### config.mk
export PLATFORM = sky130hd
export DESIGN_NAME = mac_pipe_unit_flat
export DESIGN_NICKNAME = d
export VERILOG_FILES = /design/src/rtl/mac_pkg.sv /design/src/rtl/mac_pipe_unit_if.sv /design/src/rtl/mac_sat_add.sv /design/src/rtl/mac_pipe_unit.sv /design/src/flat_wrapper.sv
export SDC_FILE = /design/constraint.sdc
export NUM_CORES = 1
export LEC_CHECK = 0
export BUFFER_PORTS_ARGS = -buffer_cell sky130_fd_sc_hd__buf_2
export CAP_MARGIN = 40
export CORE_AREA = 2 2 122 124
export CTS_BUF_LIST = sky130_fd_sc_hd__clkbuf_8
export DETAILED_ROUTE_END_ITERATION = 10
export DIE_AREA = 0 0 124 126
export PLACE_DENSITY = 0.79
export SKIP_LAST_GASP = 1
export SYNTH_ARGS = -nofsm -noshare
export SYNTH_HDL_FRONTEND = slang
export SYNTH_SLANG_ARGS = --single-unit
### constraint.sdc
create_clock -name clk -period 8.3 [get_ports clk]
set_input_delay 1.245 -clock clk [delete_from_list [all_inputs] [get_ports clk]]
set_output_delay 1.245 -clock clk [all_outputs]
set_load 0.01 [all_outputs]
### src/rtl/mac_pkg.sv
// Shared definitions for the pipelined multiply/accumulate unit:
// operation encodings and the accumulator width derivation.
package mac_pkg;

    typedef enum logic [1:0] {
        OP_LOAD   = 2'd0,
        OP_MAC    = 2'd1,
        OP_HORNER = 2'd2,
        OP_CLEAR  = 2'd3
    } op_e;

    // The accumulator holds a full DW x DW product plus guard bits for headroom.
    function automatic int acc_width(input int dw, input int guard);
        return 2 * dw + guard;
    endfunction

endpackage

### src/rtl/mac_pipe_unit_if.sv
// Operand/result handshake bundle between the operand sequencer (master)
// and the MAC pipeline (slave).
interface mac_pipe_unit_if #(
    parameter int DW    = 8,
    parameter int ACC_W = 17
);
    logic              in_valid;
    logic              in_ready;
    logic [1:0]        in_op;
    logic [DW-1:0]     in_a;
    logic [DW-1:0]     in_b;
    logic [2*DW-1:0]   in_add;
    logic              in_last;
    logic              out_valid;
    logic              out_ready;
    logic [ACC_W-1:0]  out_data;
    logic              out_ovf;

    modport master (
        output in_valid, in_op, in_a, in_b, in_add, in_last, out_ready,
        input  in_ready, out_valid, out_data, out_ovf
    );

    modport slave (
        input  in_valid, in_op, in_a, in_b, in_add, in_last, out_ready,
        output in_ready, out_valid, out_data, out_ovf
    );
endinterface

### src/rtl/mac_sat_add.sv
// W-bit unsigned adder with carry-out; optionally clamps the sum to
// all-ones when the carry is set.
module mac_sat_add #(
    parameter int W        = 17,
    parameter int SATURATE = 0
) (
    input  logic [W-1:0] i_a,
    input  logic [W-1:0] i_b,
    output logic [W-1:0] o_sum,
    output logic         o_carry
);
    logic [W:0] w_full;

    assign w_full  = {1'b0, i_a} + {1'b0, i_b};
    assign o_carry = w_full[W];

    generate
        if (SATURATE != 0) begin : g_sat
            assign o_sum = w_full[W] ? {W{1'b1}} : w_full[W-1:0];
        end else begin : g_wrap
            assign o_sum = w_full[W-1:0];
        end
    endgenerate
endmodule

### src/rtl/mac_pipe_unit.sv
// Two-stage handshaked MAC: S1 multiplies, S2 adds into the accumulator and
// retires last-tagged ops into a registered result slot.
module mac_pipe_unit
    import mac_pkg::*;
#(
    parameter int DW       = 8,
    parameter int GUARD    = 1,
    parameter int SATURATE = 0
) (
    input  logic           clk,
    input  logic           reset,
    mac_pipe_unit_if.slave bus
);
    localparam int ACC_W = acc_width(DW, GUARD);
    localparam int PW    = ACC_W + DW;

    // S1 stage registers
    logic              r_s1_valid;
    op_e               r_s1_op;
    logic              r_s1_last;
    logic [2*DW-1:0]   r_s1_add;
    logic [ACC_W-1:0]  r_s1_prod;
    logic              r_s1_povf;

    // Accumulator and result slot
    logic [ACC_W-1:0]  r_acc;
    logic              r_ovf;
    logic              r_out_valid;
    logic [ACC_W-1:0]  r_out_data;
    logic              r_out_ovf;

    logic              w_adv;
    logic              w_in_ready;
    logic              w_accept;
    op_e               w_in_op;
    logic [ACC_W-1:0]  w_mop;
    logic [PW-1:0]     w_prod_full;
    logic              w_prod_hi_nz;
    logic [ACC_W-1:0]  w_prod;
    logic [ACC_W-1:0]  w_add_a;
    logic [ACC_W-1:0]  w_add_b;
    logic [ACC_W-1:0]  w_sum;
    logic              w_carry;
    logic [ACC_W-1:0]  w_acc_next;
    logic              w_ovf_next;

    assign w_in_op  = op_e'(bus.in_op);
    assign w_adv    = !r_out_valid || bus.out_ready;
    // HORNER multiplies by the accumulator, so it must wait for S1 to drain.
    assign w_in_ready = w_adv && !((w_in_op == OP_HORNER) && r_s1_valid);
    assign w_accept   = bus.in_valid && w_in_ready;

    assign w_mop        = (w_in_op == OP_HORNER) ? r_acc : ACC_W'(bus.in_a);
    assign w_prod_full  = PW'(w_mop) * PW'(bus.in_b);
    assign w_prod_hi_nz = |w_prod_full[PW-1:ACC_W];
    assign w_prod       = ((SATURATE != 0) && w_prod_hi_nz) ? {ACC_W{1'b1}}
                                                             : w_prod_full[ACC_W-1:0];

    always_comb begin
        w_add_a = r_s1_prod;
        w_add_b = ACC_W'(r_s1_add);
        if (r_s1_op == OP_MAC) begin
            w_add_a = r_acc;
            w_add_b = r_s1_prod;
        end
    end

    mac_sat_add #(
        .W        (ACC_W),
        .SATURATE (SATURATE)
    ) u_add (
        .i_a     (w_add_a),
        .i_b     (w_add_b),
        .o_sum   (w_sum),
        .o_carry (w_carry)
    );

    // LOAD restarts the sticky flag; MAC/HORNER keep accumulating it.
    always_comb begin
        w_acc_next = w_sum;
        w_ovf_next = r_ovf | r_s1_povf | w_carry;
        case (r_s1_op)
            OP_CLEAR: begin
                w_acc_next = '0;
                w_ovf_next = 1'b0;
            end
            OP_LOAD:  w_ovf_next = r_s1_povf | w_carry;
            default:  ;
        endcase
    end

    always_ff @(posedge clk) begin
        if (!reset) begin
            r_s1_valid  <= 1'b0;
            r_s1_op     <= OP_LOAD;
            r_s1_last   <= 1'b0;
            r_s1_add    <= '0;
            r_s1_prod   <= '0;
            r_s1_povf   <= 1'b0;
            r_acc       <= '0;
            r_ovf       <= 1'b0;
            r_out_valid <= 1'b0;
            r_out_data  <= '0;
            r_out_ovf   <= 1'b0;
        end else if (w_adv) begin
            if (r_s1_valid) begin
                r_acc <= w_acc_next;
                r_ovf <= w_ovf_next;
            end
            if (r_s1_valid && r_s1_last) begin
                r_out_valid <= 1'b1;
                r_out_data  <= w_acc_next;
                r_out_ovf   <= w_ovf_next;
            end else begin
                r_out_valid <= 1'b0;
            end
            r_s1_valid <= w_accept;
            if (w_accept) begin
                r_s1_op   <= w_in_op;
                r_s1_last <= bus.in_last;
                r_s1_add  <= bus.in_add;
                r_s1_prod <= w_prod;
                r_s1_povf <= w_prod_hi_nz;
            end
        end
    end

    assign bus.in_ready  = w_in_ready;
    assign bus.out_valid = r_out_valid;
    assign bus.out_data  = r_out_data;
    assign bus.out_ovf   = r_out_ovf;
endmodule

### src/flat_wrapper.sv
// flat-port wrapper written by rule: the top's interface ports become plain ports
module mac_pipe_unit_flat import mac_pkg::*;
#(
    parameter int DW       = 8,
    parameter int GUARD    = 1,
    parameter int SATURATE = 0
)
  (clk, reset, bus_in_valid, bus_in_op, bus_in_a, bus_in_b, bus_in_add, bus_in_last, bus_out_ready, bus_in_ready, bus_out_valid, bus_out_data, bus_out_ovf);
  mac_pipe_unit_if #(.DW(DW), .ACC_W(17)) bus_i ();
  input  logic clk;
  input  logic reset;
  input wire logic [$bits(bus_i.in_valid)-1:0] bus_in_valid;
  input wire logic [$bits(bus_i.in_op)-1:0] bus_in_op;
  input wire logic [$bits(bus_i.in_a)-1:0] bus_in_a;
  input wire logic [$bits(bus_i.in_b)-1:0] bus_in_b;
  input wire logic [$bits(bus_i.in_add)-1:0] bus_in_add;
  input wire logic [$bits(bus_i.in_last)-1:0] bus_in_last;
  input wire logic [$bits(bus_i.out_ready)-1:0] bus_out_ready;
  output wire logic [$bits(bus_i.in_ready)-1:0] bus_in_ready;
  output wire logic [$bits(bus_i.out_valid)-1:0] bus_out_valid;
  output wire logic [$bits(bus_i.out_data)-1:0] bus_out_data;
  output wire logic [$bits(bus_i.out_ovf)-1:0] bus_out_ovf;
  assign bus_i.in_valid = bus_in_valid;
  assign bus_i.in_op = bus_in_op;
  assign bus_i.in_a = bus_in_a;
  assign bus_i.in_b = bus_in_b;
  assign bus_i.in_add = bus_in_add;
  assign bus_i.in_last = bus_in_last;
  assign bus_i.out_ready = bus_out_ready;
  assign bus_in_ready = bus_i.in_ready;
  assign bus_out_valid = bus_i.out_valid;
  assign bus_out_data = bus_i.out_data;
  assign bus_out_ovf = bus_i.out_ovf;
  mac_pipe_unit #(.DW(DW), .GUARD(GUARD), .SATURATE(SATURATE)) u_core (.clk(clk), .reset(reset), .bus(bus_i));
endmodule
# Yosys cells after proc, flatten, opt, wreduce, memory -nomap -nowiden

Cells that the tools add are included.

Output and inout port bits: 20
Logic and storage cells: 37
Register bits after elaboration: 75
Input port bits: 39

$mul: 1
Equality and inequality tests: 3
Add/subtract/negate cells: 1
Reduce and logical (&&, ||, !) cells: 12
Bitwise operators: 3
Multiplexer cells: 6

Operators by type and width:

| operator           | count |
|---|---|
| $mux 17            | 4 |
| $mul 17x8->25      | 1 |
| $add 17x17->18     | 1 |
| $reduce_or 8->1    | 1 |
| $reduce_and 2->1   | 3 |
| $eq 2x2->1 const B | 2 |
| $logic_and 1x1->1  | 4 |
| $or 1x1->1         | 3 |
| $eq 2x1->1 const B | 1 |
| $logic_not 1->1    | 2 |
| $logic_not 2->1    | 1 |
| $pmux 1 s2         | 1 |
| $logic_or 1x1->1   | 1 |
| $mux 1             | 1 |

# Longest topological paths before layout

Word-level depth: 6
Depth in mapped cells: 22
Mapped depth without buffers: 20

# Cells and area by module

A second synthesis with hierarchy kept.

Cells, all modules: 992
Area total of the unflattened synthesis: 8506.9 sq um

Modules (own cells, without submodules):

| module        | cells an instance | area each (sq um) | times used | seq. area each (sq um) |
|---|---|---|---|---|
| mac_pipe_unit | 887               | 7692.4            | 1          | 1501.4 |
| mac_sat_add   | 105               | 814.5             | 1          | 0.0 |

# Worst setup path after synthesis

OpenSTA, ideal clock, no wires.

Kind: input to register
Start point: in bus_in_op[1]
End point: reg u_core.r_s1_povf
Cell stages on the path: 21
Buffers on the path: 2
Setup slack: 2.096 ns
Required time: 8.175 ns
Setup time: 0.125 ns
Data arrival time: 6.079 ns
Cells stage by stage: nor2b_1 -> buf_2 -> clkbuf_1 -> mux2i_1 -> nand2b_1 -> fa_1 -> fa_1 -> inv_1 -> fa_1 -> inv_1 -> fa_1 -> inv_1 -> ha_1 -> o21a_1 -> o31a_1 -> o31a_1 -> o21a_2 -> a21o_1 -> a21oi_2 -> mux2i_1 -> a31oi_1

Cells in the longest elaborated chain, start to end: 6
Elaborated cells on any way between the ends: 9
Those cells by class: 1 x mul; 1 x eq/ne; 1 x mux; 6 x reduce/logical

Ends and longest elaborated chain:

| what                                                                  | RTL line                                 | source |
|---|---|---|
| from (decl)                                                           | flat_wrapper.sv:13                       | `input wire logic [$bits(bus_i.in_op)-1:0] bus_in_op;` |
| $eq 2x2->1 *                                                          | mac_pipe_unit.sv:50, mac_pipe_unit.sv:53 |  |
| parallel branches: the longest is 5 deep, another holds $mul 17x8->25 | n/a                                      |  |
| to (signal assigned)                                                  | mac_pipe_unit.sv:123                     | `r_s1_povf <= w_prod_hi_nz;` |
| to (decl)                                                             | mac_pipe_unit.sv:23                      | `logic r_s1_povf;` |

Mark *: on every way between the ends.
A chain may end at the register's enable or synchronous reset.

# Final worst setup path

Start point: in bus_in_op[0]
End point: reg u_core.r_s1_povf

Same word-level chain as after synthesis.

==> metrics.md <==
| Metric | Value |
|---|---|
| Highest achievable clock rate | 156 MHz |
| Worst hold stages | 2 |
| Wire length of the first global-routing pass | 31800 um |
| Number of antenna violations at the first check in global routing | 0 |
| Count of TritonRoute iterations in the first routing pass | 8 |
| Vias per cell | 5.71 |
| Share of cell area taken by muxes after synthesis | 5.73% |
| Peak fanout along the critical path | 9 |
| Count of antenna-violating nets left after detailed routing | 0 |
| Total of cells resized after clock tree synthesis | 0 |
| Sum of overflow across all layers after global routing | 0 |
| Layout Area Growth over Synthesis | 6.92% |
| Number of fill cells in the layout | 1283 |
| Critical Path Sink Type | register |
| Actual slew at the worst max-slew pin | 832 ps |
| Core Rows | 44 |
| DP Cell Count | 1186 |
| I/O pin count | 59 |
| Fraction of layout instances using a drive strength above 1 | 12.2% |
| Leading register cell type out of synthesis | sky130_fd_sc_hd__dfxtp_1 |
| Crit share post-route | 77.3% |
| Number of vias in the routed layout | 6862 |
| Post-synthesis xor/xnor area fraction | 2.08% |
| HPWL reported at the end of detailed placement | 14600 um |
| Die Outline Area | 15600 um^2 |
| Overall power of the completed layout | 0.00142 W |
| Final Cell Area | 8990 um^2 |
| Count of routing violations after the opening detailed-route iteration | 546 |
| Fraction of the mapped netlist area in compound gates | 14.3% |
| Cell Area, Placed | 8780 um^2 |
| MaxCap Viol Count | 0 |
| H-tree levels | 3 |
| Post-Syn Instances | 991 |
| Number of synthesized flops with an enable pin | 0 |
| Setup ws final | 1890 ps |
| Number of buffers created by CTS | 9 |
| Count of distinct cell types in the synthesized netlist | 58 |
| Register bit count reported by yosys | 75 |
| Run status | finished clean |
| Unrepaired setup endpoints after global routing | no |
| I/O Buffers | 58 |
| Number of pins exceeding their max-slew limit in the final report | 0 |
| Static power due to leakage | 4.21 nW |
| Hold crit path type | register to register |
| Clk slew on worst S/H paths | 70 ps |
| Number of nets in the synthesized netlist | 1183 |
| Largest vdd supply drop | 0.000144 V |
| Effective utilization at floorplan | 58.7% |
| Cell area after technology mapping | 8410 um^2 |
| Number of post-CTS setup repair buffers | 0 |
| Dominant combinational cell family by area after synthesis | adder cells |
| Wire length reported by the detailed router | 18800 um |
| Area of the core | 14300 um^2 |
| Final cell count without fillers | 1202 |
| Area contributors post-synth | sky130_fd_sc_hd__fa_1, sky130_fd_sc_hd__dfxtp_1, sky130_fd_sc_hd__ha_1 |
| CTS tree | yes |
| Share of flip-flops with an asynchronous set or reset | 0% |
| Final weighted congestion of routability-driven global placement | 0.870 |
| P per Cell Area | 158 nW/um^2 |
| Area share of the largest cell type after synthesis | 21.7% |
| Combined global-route utilization of all metal layers | 25.4% |
| Synthesized-area fraction occupied by adder cells | 30.9% |
| Startpoint types | primary input |
| Pre-CTS setup slack | 1570 ps |
| Warnings, synthesis | 0 |
| CP arrival | 6660 ps |
| Seq/Total Area, Yosys | 17.9% |
| Avg Inst Size Synth | 8.48 um^2 |
| Startpoint-to-endpoint class of the critical path | primary input to register |
| Antenna cells | 0 |
| Clock insertion delay at the later pin of the skew report | 360 ps |
| Maximum number of pins on one net before global-route repair | 86 |
| CTS Hold Bufs | 0 |
| Path depth of the worst reg2reg path | 17 |
| Area share of and/or/nand/nor cells after synthesis | 22.4% |
| Hold Violations, Final | 0 |
| Worst clock skew on the final layout | 10.2 ps |
| Sum Neg Setup Slack | 0 ps |
| Number of sinks on the clock net | 75 |
| Wirelength per Cell | 15.6 um |
| Clk root buf | sky130_fd_sc_hd__clkbuf_8 |
| Final routed DRC violation total | 0 |
| Die Span X | 124 um |
| Library cell with the largest summed area after synthesis | sky130_fd_sc_hd__fa_1 |
| Number of global-route vias before repair | 6605 |
| Final critical path time including I/O delays and setup | 6410 ps |
| Final Setup Violations | 0 |
| Slew headroom | 42.9% |
| Longest Clk Path Bufs | 2 |
| Crit path required time | 8550 ps |
| Net count of the finished layout | 1205 |
| Floorplan die height | 126 um |
==> critical path: stages <==
cell                      delay (ps)
sky130_fd_sc_hd__buf_2           120
sky130_fd_sc_hd__nor2b_4         360
sky130_fd_sc_hd__mux2i_1         760
sky130_fd_sc_hd__nor2b_1         170
sky130_fd_sc_hd__fa_1            550
sky130_fd_sc_hd__fa_1            510
sky130_fd_sc_hd__fa_1            510
sky130_fd_sc_hd__inv_1            50
sky130_fd_sc_hd__fa_1            480
sky130_fd_sc_hd__inv_1            50
sky130_fd_sc_hd__ha_1            340
sky130_fd_sc_hd__a21oi_1         220
sky130_fd_sc_hd__o21ai_0         130
sky130_fd_sc_hd__a32oi_1         230
sky130_fd_sc_hd__a31oi_1         160
sky130_fd_sc_hd__a221o_1         370
sky130_fd_sc_hd__a21oi_1         180
sky130_fd_sc_hd__xnor2_1         130
sky130_fd_sc_hd__a31oi_1          90
==> final cells by class <==
| class | count | area [um^2] | area share (%) |
|---|---|---|---|
| Inverter | 96 | 360 | 4.01 |
| Timing Repair Buffer | 64 | 335 | 3.73 |
| Clock buffer | 9 | 124 | 1.38 |
| Clock inverter | 7 | 85.1 | 0.947 |
| Sequential cell | 75 | 1500 | 16.7 |
| Multi-Input combinational cell | 767 | 6350 | 70.7 |
| Tap cell | 184 | 230 | 2.56 |
==> logic make-up (layout without fill, tap and decap cells) <==
family | Yosys count | count (layout)
adders and majority gates | 153 | 153
AOI/OAI and AO/OA | 174 | 174
buffers and inverters | 149 | 176
DFF | 75 | 75
muxes | 44 | 44
xor gates and xnor gates | 20 | 20
and+or+nand+nor | 376 | 376
==> synthesized netlist by cell type (all sizes together), types with 6 or more instances <==
master and instances:
a21boi 47, o31ai 8, nand2b 16, xnor2 15, and2 21, a21o 12, mux2i 11, nand2 148
dfxtp 75, fa 91, o21ai 34, inv 96, ha 62, o21a 6, nand3 45, nor2b 58
nor2 22, clkbuf 45, and3 44, buf 8, mux2 33, a21oi 32
==> metal layers <==
layer | wire, um | GRT usage (%) | vias up
met5 | 0 | 0 | -
met1 | 8790 | 37.2 | 3288
met4 | 270 | 6.35 | 0
met2 | 8620 | 39.5 | 204
li1 | - | - | 3344
met3 | 1110 | 3.85 | 26
==> state kept, by name, indices dropped and copies added (netlist names) <==
signal                flops
u_core.bus.out_data      17
u_core.bus.out_ovf        1
u_core.bus.out_valid      1
u_core.r_acc             17
u_core.r_ovf              1
u_core.r_s1_add          16
u_core.r_s1_last          1
u_core.r_s1_op            2
u_core.r_s1_povf          1
u_core.r_s1_prod         17
u_core.r_s1_valid         1
==> path summary, 6_finish.rpt <==
| path | from | to | slack [ps] |
|---|---|---|---|
| setup / recovery | bus_in_op[0] | u_core.r_s1_povf | 1890 |
| hold reg to reg | u_core.bus.out_ovf | u_core.bus.out_ovf | 460 |
| hold / removal | u_core.bus.out_ovf | u_core.bus.out_ovf | 460 |
| setup reg to reg | u_core.r_acc[7] | u_core.r_s1_povf | 3010 |
==> metrics by stage <==
stage                     util (%)  hold slack [ps]
final                         62.8              465
after global routing          62.8              488
after CTS                     62.8              472
after detailed placement      61.3              453
after global placement        61.3              453
after floorplan                  -              437
==> report_power, final <==
part	internal, W	switching [W]
Combinational	0.000299	0.000388
Sequential	0.000395	0.0000352
Clock	0.000166	0.000133
Total	0.000860	0.000556
==> layout by cell type (no fill, tap or decap), types with 3 or more instances in the layout <==
cell type,Yosys,final
sky130_fd_sc_hd__mux2_2,33,33
sky130_fd_sc_hd__buf_4,0,6
sky130_fd_sc_hd__o31ai_1,7,7
sky130_fd_sc_hd__a21oi_1,31,31
sky130_fd_sc_hd__nor2b_1,57,55
sky130_fd_sc_hd__xor2_1,5,5
sky130_fd_sc_hd__clkbuf_8,0,9
sky130_fd_sc_hd__inv_1,96,98
sky130_fd_sc_hd__nand2b_1,16,16
sky130_fd_sc_hd__o21ai_0,32,32
sky130_fd_sc_hd__and3_1,44,44
sky130_fd_sc_hd__ha_1,62,62
sky130_fd_sc_hd__nor3_1,4,4
sky130_fd_sc_hd__fa_1,91,91
sky130_fd_sc_hd__o21a_1,5,5
sky130_fd_sc_hd__mux2i_1,11,11
sky130_fd_sc_hd__nand3_1,45,45
sky130_fd_sc_hd__a21o_1,12,12
sky130_fd_sc_hd__and2_1,21,21
sky130_fd_sc_hd__a21boi_0,46,46
sky130_fd_sc_hd__o31a_1,4,4
sky130_fd_sc_hd__a31oi_1,4,4
sky130_fd_sc_hd__nand3b_1,3,3
sky130_fd_sc_hd__a211oi_1,3,3
sky130_fd_sc_hd__nand4_1,4,4
sky130_fd_sc_hd__nor2_1,22,22
sky130_fd_sc_hd__nand2_1,148,148
sky130_fd_sc_hd__o21bai_1,3,3
sky130_fd_sc_hd__xnor2_1,15,15
sky130_fd_sc_hd__dfxtp_1,75,75
sky130_fd_sc_hd__o221ai_1,5,5
sky130_fd_sc_hd__buf_2,2,58
(Power assumes the default switching activity.)
